$ cat src/rtl/serial_cmp_ctrl.sv
// Multi-cycle unsigned magnitude comparator: one shared 4-bit compare slice
// walks the latched operands MSB nibble first and exits on the first difference.
module cp_4bit (
   input  logic [3:0] a_i,
   input  logic [3:0] b_i,
   output logic       lt_o,
   output logic       eq_o,
   output logic       gt_o
);
   assign lt_o = (a_i < b_i);
   assign eq_o = (a_i == b_i);
   assign gt_o = (a_i > b_i);
endmodule

module serial_cmp_ctrl #(
   parameter int NIBBLES = 4
) (
   input  logic                 clk,
   input  logic                 rst,
   input  logic                 start,
   input  logic [4*NIBBLES-1:0] A,
   input  logic [4*NIBBLES-1:0] B,
   output logic                 busy,
   output logic                 done,
   output logic                 A_lt_B,
   output logic                 A_eq_B,
   output logic                 A_gt_B,
   output logic [2:0]           nib_cnt
);
   localparam int         W        = 4 * NIBBLES;
   localparam logic [2:0] LAST_IDX = 3'(NIBBLES - 1);
   localparam logic [2:0] NIB_FULL = 3'(NIBBLES);

   typedef enum logic [1:0] {IDLE, CMP, DONE} state_t;

   state_t         state_q, state_d;
   logic [W-1:0]   a_q, a_d, b_q, b_d;
   logic [2:0]     idx_q, idx_d, cnt_q, cnt_d;
   logic           lt_q, lt_d, eq_q, eq_d, gt_q, gt_d;
   logic [2:0]     nib_cnt_q, nib_cnt_d;
   logic [3:0]     nib_a, nib_b;
   logic           slice_lt, slice_eq, slice_gt;

   assign nib_a = a_q[idx_q*4 +: 4];
   assign nib_b = b_q[idx_q*4 +: 4];

   cp_4bit u_cp (
      .a_i  (nib_a),
      .b_i  (nib_b),
      .lt_o (slice_lt),
      .eq_o (slice_eq),
      .gt_o (slice_gt)
   );

   always_comb begin
      state_d   = state_q;
      a_d       = a_q;
      b_d       = b_q;
      idx_d     = idx_q;
      cnt_d     = cnt_q;
      lt_d      = lt_q;
      eq_d      = eq_q;
      gt_d      = gt_q;
      nib_cnt_d = nib_cnt_q;
      case (state_q)
         IDLE: begin
            if (start) begin
               a_d     = A;
               b_d     = B;
               idx_d   = LAST_IDX;
               cnt_d   = 3'd0;
               state_d = CMP;
            end
         end
         CMP: begin
            // First differing nibble decides; the rest are never examined.
            if (!slice_eq) begin
               lt_d      = slice_lt;
               eq_d      = 1'b0;
               gt_d      = slice_gt;
               nib_cnt_d = cnt_q + 3'd1;
               state_d   = DONE;
            end else if (idx_q == 3'd0) begin
               lt_d      = 1'b0;
               eq_d      = 1'b1;
               gt_d      = 1'b0;
               nib_cnt_d = NIB_FULL;
               state_d   = DONE;
            end else begin
               idx_d = idx_q - 3'd1;
               cnt_d = cnt_q + 3'd1;
            end
         end
         DONE:    state_d = IDLE;
         default: state_d = IDLE;
      endcase
   end

   always_ff @(posedge clk) begin
      if (rst) begin
         state_q   <= IDLE;
         a_q       <= '0;
         b_q       <= '0;
         idx_q     <= 3'd0;
         cnt_q     <= 3'd0;
         lt_q      <= 1'b0;
         eq_q      <= 1'b0;
         gt_q      <= 1'b0;
         nib_cnt_q <= 3'd0;
      end else begin
         state_q   <= state_d;
         a_q       <= a_d;
         b_q       <= b_d;
         idx_q     <= idx_d;
         cnt_q     <= cnt_d;
         lt_q      <= lt_d;
         eq_q      <= eq_d;
         gt_q      <= gt_d;
         nib_cnt_q <= nib_cnt_d;
      end
   end

   assign busy    = (state_q == CMP);
   assign done    = (state_q == DONE);
   assign A_lt_B  = lt_q;
   assign A_eq_B  = eq_q;
   assign A_gt_B  = gt_q;
   assign nib_cnt = nib_cnt_q;
endmodule

$ cat config.mk
export PLATFORM = sky130hd
export DESIGN_NAME = serial_cmp_ctrl
export DESIGN_NICKNAME = d
export VERILOG_FILES = /design/src/rtl/serial_cmp_ctrl.sv
export SDC_FILE = /design/constraint.sdc
export NUM_CORES = 1
export LEC_CHECK = 0
export BUFFER_PORTS_ARGS = -buffer_cell sky130_fd_sc_hd__buf_4
export CAP_MARGIN = 20
export CORE_MARGIN = 1.5
export CORE_UTILIZATION = 50
export DETAILED_ROUTE_END_ITERATION = 7
export PLACE_DENSITY_LB_ADDON = 0.2
export REMOVE_ABC_BUFFERS = 1
export SYNTH_ARGS = -nofsm -noshare
export SYNTH_HDL_FRONTEND = slang
export SYNTH_SLANG_ARGS = --single-unit
$ cat constraint.sdc
create_clock -name clk -period 5.4 [get_ports clk]
set_input_delay 0.81 -clock clk [delete_from_list [all_inputs] [get_ports clk]]
set_output_delay 0.81 -clock clk [all_outputs]
set_load 0.02 [all_outputs]
==> metrics, run 1 <==
Worst-Margin Slew 1.00 ns; post-layout util 62.2%; Lkg Pwr 1.01 nW; post-CTS sizing 0; reg2reg end idx_q[1]; Post-synth top cells nand2_1, dfxtp_1, a21oi_1; Clock Latency Late Sink 0.30 ns; XOR/XNOR Fraction of Synth Area 0.423%; final hold vios 0; largest family of logic cells by synthesized area simple AND/OR/NAND/NOR gates; remaining global-route overflow 0; ant diodes 0; Initial Util 51.8%; clk slew on worst S/H paths 0.09 ns; drt total wl 4180 um; multiplexer area fraction after synthesis 9.18%; Iteration-0 DRC Markers 88; Req. time, crit path 5.61 ns; area of the multi-input gates 0.00107 mm2; Ys Warns 0; register bit count reported by yosys 46; status completed; Reg2Reg Depth 7; core box area 0.00400 mm2; Die X 67.4 um; FP Rows 23; postcts setup bufs 0; fin crit share 47.4%; fmax 0.391 GHz; CTS Buffer Depth 2; post-synthesis cell area 0.00207 mm2; Residual DRC 0; RSZ-0062 raised after global routing no; gp weighted congestion 0.756; Reg area 921 um2; number of synthesized flops with an enable pin 0; worst setup path end idx_q[1]; Layout Nets 316; Post-synth top flop dfxtp_1; Synth Instances 238; CTS Buf Count 5; Rel. slew slack 33.1%; DP Wirelength 2890 um; Die ar. 0.00454 mm2; Final Skew 0.00827 ns; max-cap viol count 0; Max H-tree Level 2; I/O pin total 43; Crit Path Max Fanout 10; Worst Hold Class register to register; post-synth top area share 44.5%; crit path from idx_q[0]; drt wl/cell 12.9 um; post-synthesis sequential area ratio 44.5%; Slew Viols, Final 0; Post-synth ARST share 0%; global-route wire length before repair 6980 um; vias in the first global route 1537; Global Route Usage Sum 20.7%; CTS tree yes; adder-cell area share of the yosys netlist 4.23%; Worst setup SP type register; clk sinks 46; fillers 357; syn avg cell area 8.70 um2; Hold Buf Count CTS 0; largest net degree at the start of global routing 48; 1st-pass router iterations 4; most area-consuming cells after synthesis dfxtp_1, nand2_1, a21oi_1; Vias 1703; crit path capture type register; Final setup violation count 0; worst r2r src idx_q[0]; CP Class register to register; Detail Route Antenna Nets 0; arrival time at the worst endpoint 2.77 ns; post-layout minimum cycle time 2.56 ns; post-synthesis simple-gate area fraction 23.7%; largest area contributor in the netlist dfxtp_1; pwr dens 336 mW/mm2; I/O Buffers 42; initial antenna violation count 0; P&R area growth vs syn 20.2%; share of layout cells above drive strength 1 23.6%; setup TNS 0 ns; Compound-Gate Fraction of Synth Area 14.2%; CTS Root Cell clkbuf_8; Distinct cells, synth 34; count leader, synth nand2_1; routed vias/inst 5.24; Vert. Die Dim 67.4 um; Worst IR Drop VDD 157 uV; r2r setup slk 2.84 ns
==> flip-flops by register name (all words and copies together), names as in the netlist <==
signal   flops
state_q      2
idx_q        3
a_q         16
A_eq_B       1
nib_cnt      3
A_lt_B       1
b_q         16
cnt_q        3
A_gt_B       1
==> cells by family (layout without fill, tap and decap cells) <==
kind of cell | Yosys count | in the layout
DFF | 46 | 46
muxes | 9 | 9
buffers and inverters | 18 | 55
adders and majority gates | 7 | 7
and+or+nand+nor | 105 | 105
AOI/OAI and AO/OA | 52 | 52
xor gates and xnor gates | 1 | 1
==> stage by stage <==
step | hold WS, ns | instance area, um2 | setup slack, ns | power [mW] | std cells
floorplan | 0.427 | 2010 | 3.02 | 0.553 | 224
global placement | 0.440 | 2390 | 2.86 | 0.622 | 317
detailed placement | 0.448 | 2390 | 2.81 | 0.630 | 317
CTS | 0.459 | 2490 | 2.80 | 0.843 | 325
global route | 0.479 | 2490 | 2.62 | 0.889 | 325
finish | 0.457 | 2490 | 2.84 | 0.836 | 325
==> how the worst min path moves through the flow <==
stage,depth (start not counted),to,slack (ns),startpoint
2_1_floorplan,2,a_q[10],0.43,a_q[10]
3_3_place_gp,2,b_q[2],0.44,b_q[2]
3_5_place_dp,2,b_q[6],0.45,b_q[6]
4_1_cts,2,b_q[6],0.46,b_q[6]
5_1_grt,2,b_q[2],0.48,b_q[2]
6_report,2,b_q[6],0.46,b_q[6]
==> critical path, cell delays in order (launching register included) <==
cell      delay [ns]
dfxtp_1         0.62
mux4_2          0.55
nor2b_1         0.14
ha_1            0.35
nand4_1         0.20
nor3_4          0.31
nor3_1          0.07
a311oi_1        0.24
==> report_power, final <==
group          internal [mW]  total (mW)  leakage, nW  switching (mW)
Combinational         0.0994       0.219        0.589           0.120
Clock                  0.103       0.215       0.0472           0.112
Sequential             0.372       0.401        0.377          0.0292
Total                  0.574       0.836         1.01           0.261
==> area by class of cell <==
cell class,count,share of cell area (%)
flip-flops and latches,46,37.0
multi-input cells,174,43.1
repair buffers,43,13.0
inverters,4,0.603
well taps,50,2.51
clock buffers,6,3.32
clock inverters,2,0.503
==> routing by layer <==
layer  wire length (um)  global-route usage (%)  vias up  part of all wire (%)
li1                   -                       -      879                     -
met1               1910                    25.9      770                    46
met2               1990                    33.7       44                    48
met3                192                    5.67       10                   4.6
met4                 90                    8.42        0                   2.2
met5                  0                       0        -                     0
==> cells in the final DEF (no fill, tap or decap), types with 5 or more instances in the layout <==
cell type  count
buf_4         43
nand2_1       69
dfxtp_1       46
nor2_1        11
a21oi_1       41
ha_1           7
nand2b_1       5
nor2b_1        5
clkbuf_8       6
mux4_2         8
Note: power is estimated with default switching activity, not from simulation.
==> inputs of run 2 (changes only) <==
clock period = 2.4 ns   (was 5.4 ns; I/O delays follow)
==> metrics, run 2 (synthesis results as in run 1) <==
Largest delay share family, worst path multiplexers; I/O Buffers 42; Die ar. 0.00454 mm2; P_int 1.33 mW; Req. time, crit path 2.63 ns; clk slew on worst S/H paths 0.08 ns; slowest stage delay, CP 0.49 ns; Lkg Pwr 1.07 nW; Slew Viols, Final 0; sequential power share 46.1%; status completed; Gate power share 31.3%; Iteration-0 DRC Markers 56; Global Route Usage Sum 20.3%; Clock Power Share 22.6%; 1st-pass router iterations 4; setup TNS 0 ns; Vert. Die Dim 67.4 um; Detail Route Antenna Nets 0; CTS Buf Count 5; CP cell instances buf_4 -> mux4_2 -> nor2b_1 -> ha_1 -> and4_2 -> a31oi_4 -> buf_4 -> nand2_1 -> a21oi_1; most common library cell in the layout ignoring fill and taps nand2_1; placed instance area 0.00244 mm2; Worst IR Drop VDD 412 uV; CTS Root Cell clkbuf_8; switching pwr 0.591 mW; Layout Nets 327; gp weighted congestion 0.782; final hold slack 0.307 ns; largest net degree at the start of global routing 48; post-layout minimum cycle time 2.32 ns; ant diodes 0; CTS tree yes; P&R area growth vs syn 26.5%; Setup WS post-layout 0.0846 ns; Hold Buf Count CTS 0; WP buf/inv 2; Residual DRC 0; post-layout util 65.5%; dpl cells 321; Worst-Margin Slew 0.729 ns; Crit Path Max Fanout 6; core box area 0.00400 mm2; Clock Latency Late Sink 0.29 ns; CP max stage cell mux4_2; global-route wire length before repair 6890 um; vias in the first global route 1565; drt wl/cell 12.6 um; Worst path most repeated cell buf_4; Largest regs a_q x16, b_q x16; most frequent cells in the layout nand2_1, buf_4, dfxtp_1; fin area 0.00262 mm2; share of layout cells above drive strength 1 28.4%; Initial Util 51.8%; pwr dens 733 mW/mm2; initial antenna violation count 0; routed vias/inst 5.15; Vias 1726; arrival time at the worst endpoint 2.54 ns; Die X 67.4 um; remaining global-route overflow 0; Sw Share 30.8%; final hold vios 0; Worst Hold Class input port to register; Max H-tree Level 2; fin crit share 96.5%; FP Rows 23; non-filler cells, final 335; CTS Buffer Depth 2; DP Wirelength 2890 um; CP Class register to register; RSZ-0062 raised after global routing yes; fillers 357; I/O pin total 43; Final setup violation count 0; clk sinks 46; Rel. slew slack 51.3%; max-cap viol count 0; Final Skew 0.00417 ns; Tot Pwr 1.92 mW; crit path capture type register; Worst setup SP type register; fmax 0.432 GHz; pre-CTS setup slack 0.0226 ns; drt total wl 4210 um
-- run 2: changes by cell type in the layout (fill, tap and decap cells not counted), moves of 2 or more --
cell / change
ha_1: -2
buf_4: +9
ha_4: +2
clkbuf_1: +2
nor2b_1: -2
-- run 2: repair_timing --
item                                    CTS  global route
resized for setup                         0            10
endpoints found under the setup margin    0            12
buffers inserted                          0             7
-- run 2: path summary, 6_finish.rpt --
path	startpoint	end	slack, ns	cells after the start
worst min-delay path	A[9]	a_q[9]	0.31	3
worst max register to register	idx_q[0]	cnt_q[1]	0.08	9
worst min register to register	a_q[7]	a_q[7]	0.46	2
worst max-delay path	idx_q[0]	cnt_q[1]	0.08	9
-- run 2: final cells by class --
class | count | area (um2) | share of cell area (%)
Clock buffer | 7 | 76.3 | 2.91
Inverter | 4 | 15.0 | 0.573
Multi-Input combinational cell | 174 | 1120 | 42.8
Sequential cell | 46 | 922 | 35.2
Tap cell | 50 | 62.6 | 2.39
Timing Repair Buffer | 54 | 422 | 16.1
-- run 2: layer usage --
metal  GRT usage [%]  part of all wire [%]  vias to the layer above  routed length, um
met1            26.4                    45                      778               1880
met2            31.6                    48                       45               2010
met3            5.67                   5.4                        7                229
met5               0                     0                        -                  0
li1                -                     -                      896                  -
met4            8.67                   2.1                        0                 90
-- run 2: power by group through the flow --
stage	sequential, mW	combinational [mW]	clock (mW)
floorplan	0.920	0.325	0
global placement	0.900	0.525	0
detailed placement	0.902	0.532	0
CTS	0.884	0.535	0.447
global route	0.894	0.671	0.483
finish	0.885	0.601	0.434
-- run 2: tightest hold or removal path, stage by stage --
cell and delay (ns):
buf_4 0.11, nand2_1 0.04, a21oi_1 0.05
==> inputs of run 3 (changes only) <==
CORE_ASPECT_RATIO = 0.7   (was not set)
SYNTH_HIERARCHICAL = 1   (was not set)
==> metrics, run 3 <==
status finished, violations left; failing checks negative setup slack; Setup WS post-layout -0.0377 ns; clk slew on worst S/H paths 0.09 ns; CTS Root Cell clkbuf_8; Iteration-0 DRC Markers 84; CTS Buffer Depth 2; Initial Util 51.9%; FP Rows 20; Hold Buf Count CTS 0; largest net degree at the start of global routing 50; Worst-Margin Slew 1.03 ns; non-filler cells, final 347; CP max stage cell mux4_2; fmax 0.410 GHz; Compound-Gate Fraction of Synth Area 15.7%; I/O Buffers 42; post-layout minimum cycle time 2.44 ns; final hold slack 0.303 ns; setup TNS -0.0377 ns; WP buf/inv 2; Residual DRC 0; Worst Hold Class input port to register; Largest delay share family, worst path multiplexers; adder-cell area share of the yosys netlist 3.90%; vias in the first global route 1627; multiplexer area fraction after synthesis 9.02%; Vias 1821; max-cap viol count 0; global-route wire length before repair 7420 um; post-synthesis sequential area ratio 41.0%; DP Wirelength 3020 um; gp weighted congestion 0.754; Die ar. 0.00491 mm2; largest family of logic cells by synthesized area simple AND/OR/NAND/NOR gates; Lkg Pwr 1.11 nW; Distinct cells, synth 38; Rel. slew slack 31.4%; routed vias/inst 5.25; core box area 0.00433 mm2; P&R area growth vs syn 25.3%; Global Route Usage Sum 19.0%; Post-synth top flop dfxtp_1; count leader, synth nand2_1; Post-synth top cells nand2_1, dfxtp_1, a21oi_1; Layout Nets 333; post-synth top area share 41.0%; final hold vios 0; pwr dens 724 mW/mm2; Final Skew 0.00443 ns; Slew Viols, Final 0; pre-CTS setup slack -0.0140 ns; most common library cell in the layout ignoring fill and taps nand2_1; fin area 0.00282 mm2; register bit count reported by yosys 46; Largest regs a_q x16, b_q x16; post-synthesis cell area 0.00225 mm2; 1st-pass router iterations 4; Ys Warns 6; drt wl/cell 13.4 um; initial antenna violation count 0; Die X 83.2 um; RSZ-0062 raised after global routing yes; Detail Route Antenna Nets 0; Clock Latency Late Sink 0.29 ns; crit path capture type register; Worst IR Drop VDD 441 uV; number of synthesized flops with an enable pin 0; CP Class register to register; placed instance area 0.00257 mm2; Crit Path Max Fanout 8; syn avg cell area 8.96 um2; clk sinks 46; I/O pin total 43; XOR/XNOR Fraction of Synth Area 0.390%; remaining global-route overflow 0; post-synthesis simple-gate area fraction 22.2%; drt total wl 4660 um; arrival time at the worst endpoint 2.63 ns; most frequent cells in the layout nand2_1, buf_4, dfxtp_1; most area-consuming cells after synthesis dfxtp_1, nand2_1, a21oi_1; Worst setup SP type register; fin crit share 102%; CTS Buf Count 5; largest area contributor in the netlist dfxtp_1; ant diodes 0; Final setup violation count 1; Synth Instances 251; slowest stage delay, CP 0.51 ns; Max H-tree Level 2; dpl cells 338; Vert. Die Dim 59.1 um; CTS tree yes; CP cell instances buf_12 -> mux4_2 -> nor2b_4 -> ha_4 -> nand2_4 -> nor2_4 -> buf_6 -> nand4_1 -> mux2_4; Post-synth ARST share 0%; share of layout cells above drive strength 1 33.2%; Req. time, crit path 2.59 ns
-- run 3: cell count changes after synthesis, sizes merged, moves of 4 or more --
cell and delta:
nor2 -6, buf +5, a22oi +4, a311oi +4, inv +4, nor2b +4
-- run 3: cell type report --
type | instances | area [um2]
multi-input cells | 178 | 1270
well taps | 55 | 68.8
clock buffers | 6 | 82.6
flip-flops and latches | 46 | 926
inverters | 8 | 35.0
fillers | 377 | 1510
repair buffers | 52 | 418
clock inverters | 2 | 12.5
-- run 3: logic make-up (layout without fill, tap and decap cells) --
kind of cell	Yosys count	count (layout)
flip-flops	46	46
AND/OR/NAND/NOR	103	103
AO/OA/AOI/OAI	57	57
adder cells (fa/ha/maj)	7	7
XOR/XNOR	1	1
multiplexers	10	10
buffers and inverters	27	68
-- run 3: path summary, 6_finish.rpt --
check	to	cells after the start	from	slack, ns
setup reg to reg	idx_q[2]	9	idx_q[0]	-0.04
setup / recovery	idx_q[2]	9	idx_q[0]	-0.04
hold reg to reg	b_q[1]	2	b_q[1]	0.46
hold / removal	a_q[4]	3	A[4]	0.30
-- run 3: routing by layer --
metal	GRT usage [%]	routed length [um]	vias up
met5	0	0	-
met4	6.43	18	0
met3	4.60	239	2
met2	27.6	2120	39
met1	27.8	2280	836
li1	-	-	944
-- run 3: worst min-delay path, delay by kind of cell --
| kind | cells | cell delay, ns |
|---|---|---|
| and+or+nand+nor | 1 | 0.04 |
| buffers and inverters | 1 | 0.10 |
| AOI/OAI and AO/OA | 1 | 0.05 |
-- run 3: timing repair --
action / in CTS / in global routing
gates resized for setup: 3 / 24
pin swaps: 0 / 12
endpoints found under the setup margin: 7 / 10
cloned: 0 / 0
setup buffers: 0 / 2
-- run 3: power by group --
group          total [mW]  internal, mW  leakage, nW  switching (mW)
Sequential          0.879         0.828        0.378          0.0515
Combinational       0.669         0.333        0.688           0.337
Clock               0.491         0.232       0.0472           0.259
Total                2.04          1.39         1.11           0.647
-- run 3: stage by stage --
step,power [mW],util (%)
after floorplan,1.23,-
after global routing,2.16,65.1
after detailed placement,1.45,59.4
final,2.04,65.1
after global placement,1.44,59.4
after CTS,1.95,61.8
